### src/rtl/apb_uart_pkg.sv
// Shared types and helpers for the APB master arbiter in front of the APB UART slave.
package apb_uart_pkg;

    localparam int unsigned NUM_REQ = 2;

    typedef enum logic [1:0] {
        ST_IDLE   = 2'd0,
        ST_SETUP  = 2'd1,
        ST_ACCESS = 2'd2
    } apb_state_e;

    // Width of the ACCESS wait counter; a disabled timeout still gets a 1-bit counter.
    function automatic int unsigned tmo_cnt_width(input int unsigned cycles);
        int unsigned w;
        if (cycles == 0) begin
            w = 1;
        end else begin
            w = 32'($clog2(cycles + 1));
        end
        return w;
    endfunction

endpackage

### src/rtl/apb_master_arbiter_if.sv
// Requester command/response ports plus the APB master bus, bundled for the arbiter.
interface apb_master_arbiter_if
    import apb_uart_pkg::*;
#(
    parameter int unsigned ADDR_WIDTH = 4,
    parameter int unsigned DATA_WIDTH = 16
) ();

    logic [NUM_REQ-1:0]            req_valid;
    logic [NUM_REQ-1:0]            req_write;
    logic [NUM_REQ*ADDR_WIDTH-1:0] req_addr;
    logic [NUM_REQ*DATA_WIDTH-1:0] req_wdata;
    logic [NUM_REQ-1:0]            req_ready;
    logic [NUM_REQ-1:0]            rsp_valid;
    logic [DATA_WIDTH-1:0]         rsp_rdata;
    logic                          rsp_err;

    logic [ADDR_WIDTH-1:0]         PADDR;
    logic                          PSELx;
    logic                          PENABLE;
    logic                          PWRITE;
    logic [DATA_WIDTH-1:0]         PWDATA;
    logic                          PREADY;
    logic [DATA_WIDTH-1:0]         PRDATA;
    logic                          PSLVERR;

    logic                          grant_id;
    logic                          busy;

    modport master (
        input  req_valid, req_write, req_addr, req_wdata,
        output req_ready, rsp_valid, rsp_rdata, rsp_err,
        output PADDR, PSELx, PENABLE, PWRITE, PWDATA,
        input  PREADY, PRDATA, PSLVERR,
        output grant_id, busy
    );

    modport slave (
        output req_valid, req_write, req_addr, req_wdata,
        input  req_ready, rsp_valid, rsp_rdata, rsp_err,
        input  PADDR, PSELx, PENABLE, PWRITE, PWDATA,
        output PREADY, PRDATA, PSLVERR,
        input  grant_id, busy
    );

endinterface

### src/rtl/rr_arbiter2.sv
// Two-way round-robin arbiter; a tie goes to the requester that did not win last.
module rr_arbiter2
    import apb_uart_pkg::*;
(
    input  logic [NUM_REQ-1:0] req,
    input  logic               last_grant,
    input  logic               enable,
    output logic [NUM_REQ-1:0] gnt,
    output logic               gnt_id
);

    always_comb begin
        gnt    = '0;
        gnt_id = last_grant;
        case (req)
            2'b01:   gnt_id = 1'b0;
            2'b10:   gnt_id = 1'b1;
            2'b11:   gnt_id = ~last_grant;
            default: gnt_id = last_grant;
        endcase
        if (enable && (req != '0)) begin
            gnt = gnt_id ? 2'b10 : 2'b01;
        end
    end

endmodule

### src/rtl/apb_master_arbiter.sv
// APB master shared by two requesters: round-robin accept, SETUP/ACCESS sequencing,
// PREADY wait states with optional timeout abort, and per-requester response pulses.
module apb_master_arbiter
    import apb_uart_pkg::*;
#(
    parameter int unsigned ADDR_WIDTH     = 4,
    parameter int unsigned DATA_WIDTH     = 16,
    parameter int unsigned TIMEOUT_CYCLES = 16
) (
    input logic                  PCLK,
    input logic                  PRESETn,
    apb_master_arbiter_if.master bus
);

    localparam int unsigned      CNT_W   = tmo_cnt_width(TIMEOUT_CYCLES);
    localparam logic [CNT_W-1:0] CNT_MAX = '1;
    localparam logic [CNT_W-1:0] TMO_VAL = CNT_W'(TIMEOUT_CYCLES);
    localparam bit               TMO_EN  = (TIMEOUT_CYCLES != 0);

    apb_state_e              state_q, state_d;
    logic                    psel_q, psel_d;
    logic                    penable_q, penable_d;
    logic                    pwrite_q, pwrite_d;
    logic [ADDR_WIDTH-1:0]   paddr_q, paddr_d;
    logic [DATA_WIDTH-1:0]   pwdata_q, pwdata_d;
    logic [NUM_REQ-1:0]      rsp_valid_q, rsp_valid_d;
    logic [DATA_WIDTH-1:0]   rsp_rdata_q, rsp_rdata_d;
    logic                    rsp_err_q, rsp_err_d;
    logic                    grant_id_q, grant_id_d;
    logic                    last_grant_q, last_grant_d;
    logic                    busy_q, busy_d;
    logic [CNT_W-1:0]        wait_cnt_q, wait_cnt_d;

    logic                    timeout_c;
    logic                    complete_c;
    logic                    accept_en_c;
    logic [NUM_REQ-1:0]      gnt_c;
    logic                    gnt_id_c;
    logic                    any_gnt_c;

    assign timeout_c   = TMO_EN && (wait_cnt_q == TMO_VAL);
    assign complete_c  = (state_q == ST_ACCESS) && (bus.PREADY || timeout_c);
    assign accept_en_c = (state_q == ST_IDLE) || complete_c;
    assign any_gnt_c   = |gnt_c;

    rr_arbiter2 u_arb (
        .req        (bus.req_valid),
        .last_grant (last_grant_q),
        .enable     (accept_en_c),
        .gnt        (gnt_c),
        .gnt_id     (gnt_id_c)
    );

    always_comb begin
        state_d      = state_q;
        pwrite_d     = pwrite_q;
        paddr_d      = paddr_q;
        pwdata_d     = pwdata_q;
        rsp_valid_d  = '0;
        rsp_rdata_d  = rsp_rdata_q;
        rsp_err_d    = rsp_err_q;
        grant_id_d   = grant_id_q;
        last_grant_d = last_grant_q;
        wait_cnt_d   = wait_cnt_q;

        case (state_q)
            ST_IDLE: begin
                if (any_gnt_c) state_d = ST_SETUP;
            end
            ST_SETUP: begin
                state_d    = ST_ACCESS;
                wait_cnt_d = '0;
            end
            ST_ACCESS: begin
                if (complete_c) begin
                    state_d = any_gnt_c ? ST_SETUP : ST_IDLE;
                end else if (wait_cnt_q != CNT_MAX) begin
                    wait_cnt_d = wait_cnt_q + CNT_W'(1);
                end
            end
            default: state_d = ST_IDLE;
        endcase

        // Response goes to the owner of the finishing transfer, before any new grant lands.
        if (complete_c) begin
            rsp_valid_d[grant_id_q] = 1'b1;
            rsp_rdata_d = bus.PREADY ? bus.PRDATA : '0;
            rsp_err_d   = bus.PREADY ? bus.PSLVERR : 1'b1;
        end

        if (any_gnt_c) begin
            grant_id_d   = gnt_id_c;
            last_grant_d = gnt_id_c;
            pwrite_d     = bus.req_write[gnt_id_c];
            paddr_d      = gnt_id_c ? bus.req_addr[2*ADDR_WIDTH-1 -: ADDR_WIDTH]
                                    : bus.req_addr[ADDR_WIDTH-1:0];
            pwdata_d     = gnt_id_c ? bus.req_wdata[2*DATA_WIDTH-1 -: DATA_WIDTH]
                                    : bus.req_wdata[DATA_WIDTH-1:0];
        end

        psel_d    = (state_d != ST_IDLE);
        penable_d = (state_d == ST_ACCESS);
        busy_d    = (state_d != ST_IDLE);
    end

    always_ff @(posedge PCLK or negedge PRESETn) begin
        if (!PRESETn) begin
            state_q      <= ST_IDLE;
            psel_q       <= 1'b0;
            penable_q    <= 1'b0;
            pwrite_q     <= 1'b0;
            paddr_q      <= '0;
            pwdata_q     <= '0;
            rsp_valid_q  <= '0;
            rsp_rdata_q  <= '0;
            rsp_err_q    <= 1'b0;
            grant_id_q   <= 1'b0;
            last_grant_q <= 1'b1;
            busy_q       <= 1'b0;
            wait_cnt_q   <= '0;
        end else begin
            state_q      <= state_d;
            psel_q       <= psel_d;
            penable_q    <= penable_d;
            pwrite_q     <= pwrite_d;
            paddr_q      <= paddr_d;
            pwdata_q     <= pwdata_d;
            rsp_valid_q  <= rsp_valid_d;
            rsp_rdata_q  <= rsp_rdata_d;
            rsp_err_q    <= rsp_err_d;
            grant_id_q   <= grant_id_d;
            last_grant_q <= last_grant_d;
            busy_q       <= busy_d;
            wait_cnt_q   <= wait_cnt_d;
        end
    end

    assign bus.req_ready = gnt_c;
    assign bus.rsp_valid = rsp_valid_q;
    assign bus.rsp_rdata = rsp_rdata_q;
    assign bus.rsp_err   = rsp_err_q;
    assign bus.PADDR     = paddr_q;
    assign bus.PSELx     = psel_q;
    assign bus.PENABLE   = penable_q;
    assign bus.PWRITE    = pwrite_q;
    assign bus.PWDATA    = pwdata_q;
    assign bus.grant_id  = grant_id_q;
    assign bus.busy      = busy_q;

endmodule

### src/flat_wrapper.sv
// flat-port wrapper written by rule: the top's interface ports become plain ports
module apb_master_arbiter_flat import apb_uart_pkg::*;
#(
    parameter int unsigned ADDR_WIDTH     = 4,
    parameter int unsigned DATA_WIDTH     = 16,
    parameter int unsigned TIMEOUT_CYCLES = 16
)
  (PCLK, PRESETn, bus_req_valid, bus_req_write, bus_req_addr, bus_req_wdata, bus_req_ready, bus_rsp_valid, bus_rsp_rdata, bus_rsp_err, bus_PADDR, bus_PSELx, bus_PENABLE, bus_PWRITE, bus_PWDATA, bus_PREADY, bus_PRDATA, bus_PSLVERR, bus_grant_id, bus_busy);
  apb_master_arbiter_if #(.ADDR_WIDTH(ADDR_WIDTH), .DATA_WIDTH(DATA_WIDTH)) bus_i ();
  input logic PCLK;
  input logic PRESETn;
  input wire logic [$bits(bus_i.req_valid)-1:0] bus_req_valid;
  input wire logic [$bits(bus_i.req_write)-1:0] bus_req_write;
  input wire logic [$bits(bus_i.req_addr)-1:0] bus_req_addr;
  input wire logic [$bits(bus_i.req_wdata)-1:0] bus_req_wdata;
  output wire logic [$bits(bus_i.req_ready)-1:0] bus_req_ready;
  output wire logic [$bits(bus_i.rsp_valid)-1:0] bus_rsp_valid;
  output wire logic [$bits(bus_i.rsp_rdata)-1:0] bus_rsp_rdata;
  output wire logic [$bits(bus_i.rsp_err)-1:0] bus_rsp_err;
  output wire logic [$bits(bus_i.PADDR)-1:0] bus_PADDR;
  output wire logic [$bits(bus_i.PSELx)-1:0] bus_PSELx;
  output wire logic [$bits(bus_i.PENABLE)-1:0] bus_PENABLE;
  output wire logic [$bits(bus_i.PWRITE)-1:0] bus_PWRITE;
  output wire logic [$bits(bus_i.PWDATA)-1:0] bus_PWDATA;
  input wire logic [$bits(bus_i.PREADY)-1:0] bus_PREADY;
  input wire logic [$bits(bus_i.PRDATA)-1:0] bus_PRDATA;
  input wire logic [$bits(bus_i.PSLVERR)-1:0] bus_PSLVERR;
  output wire logic [$bits(bus_i.grant_id)-1:0] bus_grant_id;
  output wire logic [$bits(bus_i.busy)-1:0] bus_busy;
  assign bus_i.req_valid = bus_req_valid;
  assign bus_i.req_write = bus_req_write;
  assign bus_i.req_addr = bus_req_addr;
  assign bus_i.req_wdata = bus_req_wdata;
  assign bus_req_ready = bus_i.req_ready;
  assign bus_rsp_valid = bus_i.rsp_valid;
  assign bus_rsp_rdata = bus_i.rsp_rdata;
  assign bus_rsp_err = bus_i.rsp_err;
  assign bus_PADDR = bus_i.PADDR;
  assign bus_PSELx = bus_i.PSELx;
  assign bus_PENABLE = bus_i.PENABLE;
  assign bus_PWRITE = bus_i.PWRITE;
  assign bus_PWDATA = bus_i.PWDATA;
  assign bus_i.PREADY = bus_PREADY;
  assign bus_i.PRDATA = bus_PRDATA;
  assign bus_i.PSLVERR = bus_PSLVERR;
  assign bus_grant_id = bus_i.grant_id;
  assign bus_busy = bus_i.busy;
  apb_master_arbiter #(.ADDR_WIDTH(ADDR_WIDTH), .DATA_WIDTH(DATA_WIDTH), .TIMEOUT_CYCLES(TIMEOUT_CYCLES)) u_core (.PCLK(PCLK), .PRESETn(PRESETn), .bus(bus_i));
endmodule
### config.mk
export PLATFORM = sky130hd
export DESIGN_NAME = apb_master_arbiter_flat
export DESIGN_NICKNAME = d
export VERILOG_FILES = /design/src/rtl/apb_uart_pkg.sv /design/src/rtl/apb_master_arbiter_if.sv /design/src/rtl/rr_arbiter2.sv /design/src/rtl/apb_master_arbiter.sv /design/src/flat_wrapper.sv
export SDC_FILE = /design/constraint.sdc
export NUM_CORES = 1
export LEC_CHECK = 0
export CELL_PAD_IN_SITES_DETAIL_PLACEMENT = 2
export CELL_PAD_IN_SITES_GLOBAL_PLACEMENT = 2
export CORE_UTILIZATION = 24
export CTS_BUF_LIST = sky130_fd_sc_hd__clkbuf_16
export DETAILED_ROUTE_END_ITERATION = 10
export PLACE_DENSITY_LB_ADDON = 0.1
export RECOVER_POWER = 25
export SETUP_SLACK_MARGIN = 0.15
export SLEW_MARGIN = 15
export SYNTH_ARGS = -nofsm -noshare
export SYNTH_HDL_FRONTEND = slang
export SYNTH_SLANG_ARGS = --single-unit
### constraint.sdc
create_clock -name PCLK -period 2.2 [get_ports PCLK]
set_input_delay 0.55 -clock PCLK [delete_from_list [all_inputs] [get_ports PCLK]]
set_output_delay 0.55 -clock PCLK [all_outputs]
set_load 0.02 [all_outputs]
-- Word-level counts from Yosys, hierarchy flattened
Index checks and enable logic that the tools add are counted.
- register bits after elaboration: 51
- input bits: 64
- word-level logic and storage cells: 57
- add/subtract/negate cells: 1
- $lt $le $gt $ge: 3
- equality and inequality tests: 10
- muxes and demuxes: 19
- bitwise logic cells: 1
- reductions and logical operators: 11
- operators by type and width (operator ; count):
    two-way mux 16 bit ; 2
    two-way mux 2 bit ; 5
    two-way mux 5 bit ; 2
    case mux 5 bit (2 select lines) ; 1
    equality test 2 bit (second input constant) ; 4
    case mux 2 bit (3 select lines) ; 1
    nonzero test 2 bit ; 3
    adder 5 x 1 -> 5 bit (second input constant) ; 1
    equality test 5 bit (second input constant) ; 1
    two-way mux 1 bit ; 5
    inequality test 5 bit (second input constant) ; 1
    equality test 2 x 1 -> 1 bit (second input constant) ; 2
    < comparator 1 x 2 -> 1 bit (second input constant) ; 2
    two-way mux 4 bit ; 1
    inequality test 2 bit (second input constant) ; 2
    logical AND 1 bit ; 3
    case mux 1 bit (3 select lines) ; 1
    AND reduction 3 bit ; 1
    logical NOT 2 bit ; 1
    logical OR 1 bit ; 2
    OR reduction 2 bit ; 1
    demux 1 bit (select 1 bit) ; 1
    greater-or-equal comparator 1 bit (second input constant) ; 1
    NOT 1 bit ; 1

-- Logic depth before layout (Yosys ltp)
- depth in word-level cells: 11
- depth in mapped cells: 8
- gate-level depth less buffers: 6

-- By module
From an unflattened synthesis, not the netlist that was laid out.
- cell total of the unflattened synthesis: 210
- area, all modules: 2314.7 um2
- modules (own cells, without submodules) (module ; instances ; cells each ; area an instance (um2)):
    apb_master_arbiter ; 1 ; 204 ; 2284.7
    rr_arbiter2 ; 1 ; 6 ; 30.0

-- Least setup slack after synthesis
OpenSTA, ideal clock, no wires.
- path type: input port to output port
- from: input bus_req_valid[1]
- to: output bus_req_ready[0]
- arrival: 1407 ps
- data required time: 1650 ps
- setup slack: 243 ps
- stages: 3
- path through: o21ai_1 buf_2 and2_1
- longest elaborated chain between the ends: 4
- elaborated cells between the ends (all ways): 8
- ends and longest elaborated chain (item ; RTL line ; text):
    from (decl) ; flat_wrapper.sv:12 ; input wire logic [$bits(bus_i.req_valid)-1:0] bus_req_valid;
    equality test 2 bit or equality test 2 x 1 -> 1 bit (tied branches) ; rr_arbiter2.sv:15 ; case (req)
    case mux 1 bit (3 select lines) ; rr_arbiter2.sv:15 ;
    two-way mux 2 bit ; rr_arbiter2.sv:22 ; gnt = gnt_id ? 2'b10 : 2'b01;
    two-way mux 2 bit (*) ; rr_arbiter2.sv:21 ; if (enable && (req != '0)) begin
    to (decl) ; flat_wrapper.sv:16 ; output wire logic [$bits(bus_i.req_ready)-1:0] bus_req_ready;
Every way passes the cells marked *; elsewhere a longest branch is shown, timed or not.

-- Worst setup path in the final report
- from: register u_core.wait_cnt_q[1]
- to: output bus_req_ready[1]
- longest elaborated chain between the ends: 6
- ends and longest elaborated chain (item ; RTL line ; text):
    from (decl) ; apb_master_arbiter.sv:32 ; logic [CNT_W-1:0] wait_cnt_q, wait_cnt_d;
    from (signal assigned) ; apb_master_arbiter.sv:134 ; wait_cnt_q <= wait_cnt_d;
    equality test 5 bit ; apb_master_arbiter.sv:41 ; assign timeout_c = TMO_EN && (wait_cnt_q == TMO_VAL);
    logical OR 1 bit ; apb_master_arbiter.sv:42 ; assign complete_c = (state_q == ST_ACCESS) && (bus.PREADY || timeout_c);
    logical AND 1 bit ; apb_master_arbiter.sv:42 ;
    logical OR 1 bit ; apb_master_arbiter.sv:43 ; assign accept_en_c = (state_q == ST_IDLE) || complete_c;
    logical AND 1 bit ; rr_arbiter2.sv:21 ;
    two-way mux 2 bit ; rr_arbiter2.sv:21 ;
Every way passes these cells.

==> reports/qor.csv <==
metric,value,unit
status,"complete, no violations",
num_rows,35,
power.density,1370,nW/um^2
cts_buffers,5,
hp-start,u_core.bus.grant_id,
drt-total-wl,7190,um
grt_pass1_vias,2184,
diodes,0,
mostFrequentLayoutCells,"clkdlybuf4s50_1, dfrtp_1, nor2_1, buf_4, a21oi_1",
skew,0.00329,ns
p_seq_share,29.8,%
irDropWorstVdd,0.586,mV
grt_pass1_wl,11500,um
cts_root_buffer,clkbuf_16,
end_kind,output port,
die-area,9820,sq um
drv_cap,0,
cts.sinks,51,
layout_commonest_cell,clkdlybuf4s50_1,
vias,2055,
synth_top_area_share,55.3,%
ys_seq_elements,51,
grt_max_degree,52,
fin_util,42.1,%
critPathLaunchType,flip-flop,
clkTransAtPathRegs,0.07,ns
antenna_found_initial,0,
cts_buffer_depth,2,
stdcell_count,442,
route.detailed.drc,0,
period_share,96.2,%
timing.rr.start,u_core.wait_cnt_q[0],
rsz0062_at_grt,yes,
rr_endpoint,u_core.wait_cnt_q[0],
viasPerCell,4.65,
slew_headroom,12.9,%
tightest_slew,1.31,ns
ys_types,36,
path_cells,"inv_2, ha_4, nand4bb_4, a31oi_4, nand2b_1, inv_1, buf_6",
preCtsSetupSlack,-0.570,ns
ios,110,
ff2ff_setup_slack,0.26,ns
dp_hpwl,5220,um
yosys_warnings,0,
synthTopCellsByArea,"dfrtp_1, mux2i_1, a22o_1",
drive_gt1_share,17.5,%
timing.fmax,0.473,GHz
ant_nets,0,
leakage,0.00169,uW
start_util,24.6,%
required,1.65,ns
die_h,99.1,um
max_stage_delay,0.40,ns
hold_buffers,0,
final_hold_viol_count,0,
clk_latency,0.29,ns
min_to,u_core.bus.rsp_valid[0],
syn_avg_cell_area,11.4,sq um
place_congestion,0.745,
coreArea,9200,sq um
path_class,reg -> out,
grt-ovfl-total,0,
synth_cells,199,
first_pass_iters,4,
intPower,3360,uW
synth_nets,266,
ys_seq_area_share,56.5,%
clkPwrFrac,19.1,%
grt_usage,15.1,%
htree_levels,2,
finalSetupViolCount,0,
num-nets-final,397,
crit_fanout,4,
critPathSlowestCell,dfrtp_1,
critical_path_arrival,1.57,ns
hp-class,reg -> reg,
report.final.slew_viol_count,0,
yosys.area.top_type,dfrtp_1,
numPortBuffers,109,
reg2regPathDepth,7,
setup_ws,0.0841,ns
dp_cells,425,
period_minus_slack,2.12,ns
switching_share,36.6,%
routedWlPerCell,16.3,um
p_switching,1940,uW
area_growth_syn_to_layout,71.2,%
drt_iter0_drc,24,
combPwrFrac,51.0,%
syn_area,2260,sq um
tritoncts,built,
whs_path_depth,1,
die_x,99.1,um
worst max-delay path by stage:
stage	start	to	slack (ns)
final	u_core.wait_cnt_q[1]	bus_req_ready[1]	0.08
after global routing	u_core.wait_cnt_q[1]	bus_req_ready[1]	0.006
after CTS	u_core.wait_cnt_q[1]	bus_req_ready[1]	0.1
after detailed placement	bus_req_valid[1]	bus_req_ready[1]	-0.57
after global placement	bus_req_valid[1]	bus_req_ready[1]	-0.50
after floorplan	bus_req_valid[1]	bus_req_ready[0]	0.24
through the flow:
step           hold WS (ns)  instance area [sq um]  power (uW)  TNS, ns
4_1_cts               0.255                   3870        5360        0
3_3_place_gp          0.446                   3580        4120    -1.00
2_1_floorplan         0.254                   2260        2910        0
5_1_grt               0.501                   3870        5620        0
3_5_place_dp          0.443                   3580        4210    -1.21
6_report              0.464                   3870        5290        0
state kept, by name, indices dropped and copies added (netlist names):
| register | cells |
|---|---|
| u_core.last_grant_q | 1 |
| u_core.state_q | 2 |
| u_core.bus.PENABLE | 1 |
| u_core.bus.rsp_rdata | 16 |
| u_core.bus.grant_id | 1 |
| u_core.bus.PWRITE | 1 |
| u_core.wait_cnt_q | 5 |
| u_core.bus.rsp_valid | 2 |
| u_core.bus.PADDR | 4 |
| u_core.bus.PSELx | 1 |
| u_core.bus.rsp_err | 1 |
| u_core.bus.PWDATA | 16 |
Yosys cell counts:
cell type and n:
nand3_1 1, buf_2 7, a31oi_1 2, o41a_2 1, nor2_1 25, o21ai_1 2, a21oi_1 22, nor2b_2 1
and3_1 1, nand2b_1 2, maj3_1 1, a22o_1 16, nand4bb_1 1, and2_1 2, or3_1 1, nand2_1 6
o21ai_4 1, nor3_4 1, o311ai_0 1, o21bai_1 1, ha_1 3, and3_2 2, a21o_2 1, a32oi_1 1
clkbuf_1 1, mux2i_1 21, and4b_1 1, nand4_1 2, dfrtp_1 50, a22oi_1 1, inv_1 9, buf_4 4
and4bb_4 1, dfstp_2 1, o21ai_0 5, nand3b_1 1
cell type report:
type                            count  area, sq um
Fill cell                         962         5320
Tap cell                          111          139
Timing Repair Buffer              136         1290
Sequential cell                    51         1280
Multi-Input combinational cell    127          941
Clock buffer                        5          125
Inverter                            9         33.8
Clock inverter                      3         67.6
cells by family (layout without fill, tap and decap cells):
logic type,Yosys count,in the layout,synth area share (%)
adder cells (fa/ha/maj),4,4,2.10
buffers and inverters,21,153,4.54
AO/OA/AOI/OAI,54,54,16.3
AND/OR/NAND/NOR,48,48,11.3
flip-flops,51,51,56.5
multiplexers,21,21,9.29
power groups by stage:
stage	logic, uW	clock network, uW	registers, uW
final	2700	1010	1580
after detailed placement	2610	0	1600
after global routing	2900	1080	1640
after global placement	2540	0	1580
after floorplan	866	0	2040
after CTS	2730	1040	1590
what timing repair did:
action,4_1_cts,5_1_grt
setup endpoints to repair,3,25
gates resized for setup,23,3
pin swaps,5,2
buffers inserted,8,1
critical path, delay by kind of cell, from the launching register on:
| family | cells | cell delay [ns] |
|---|---|---|
| buf+inv | 3 | 0.29 |
| compound gates | 1 | 0.20 |
| fa+ha+maj | 1 | 0.16 |
| flops | 1 | 0.40 |
| simple gates | 2 | 0.24 |
per-layer routing:
metal / GRT usage, % / vias to the layer above / routed length [um]
met3: 4.11 / 5 / 411
met4: 2.71 / 0 / 45
met5: 0 / - / 0
met1: 19.6 / 1025 / 3120
li1: - / 964 / -
met2: 25.3 / 61 / 3610
Power figures use the tool's default switching activity.
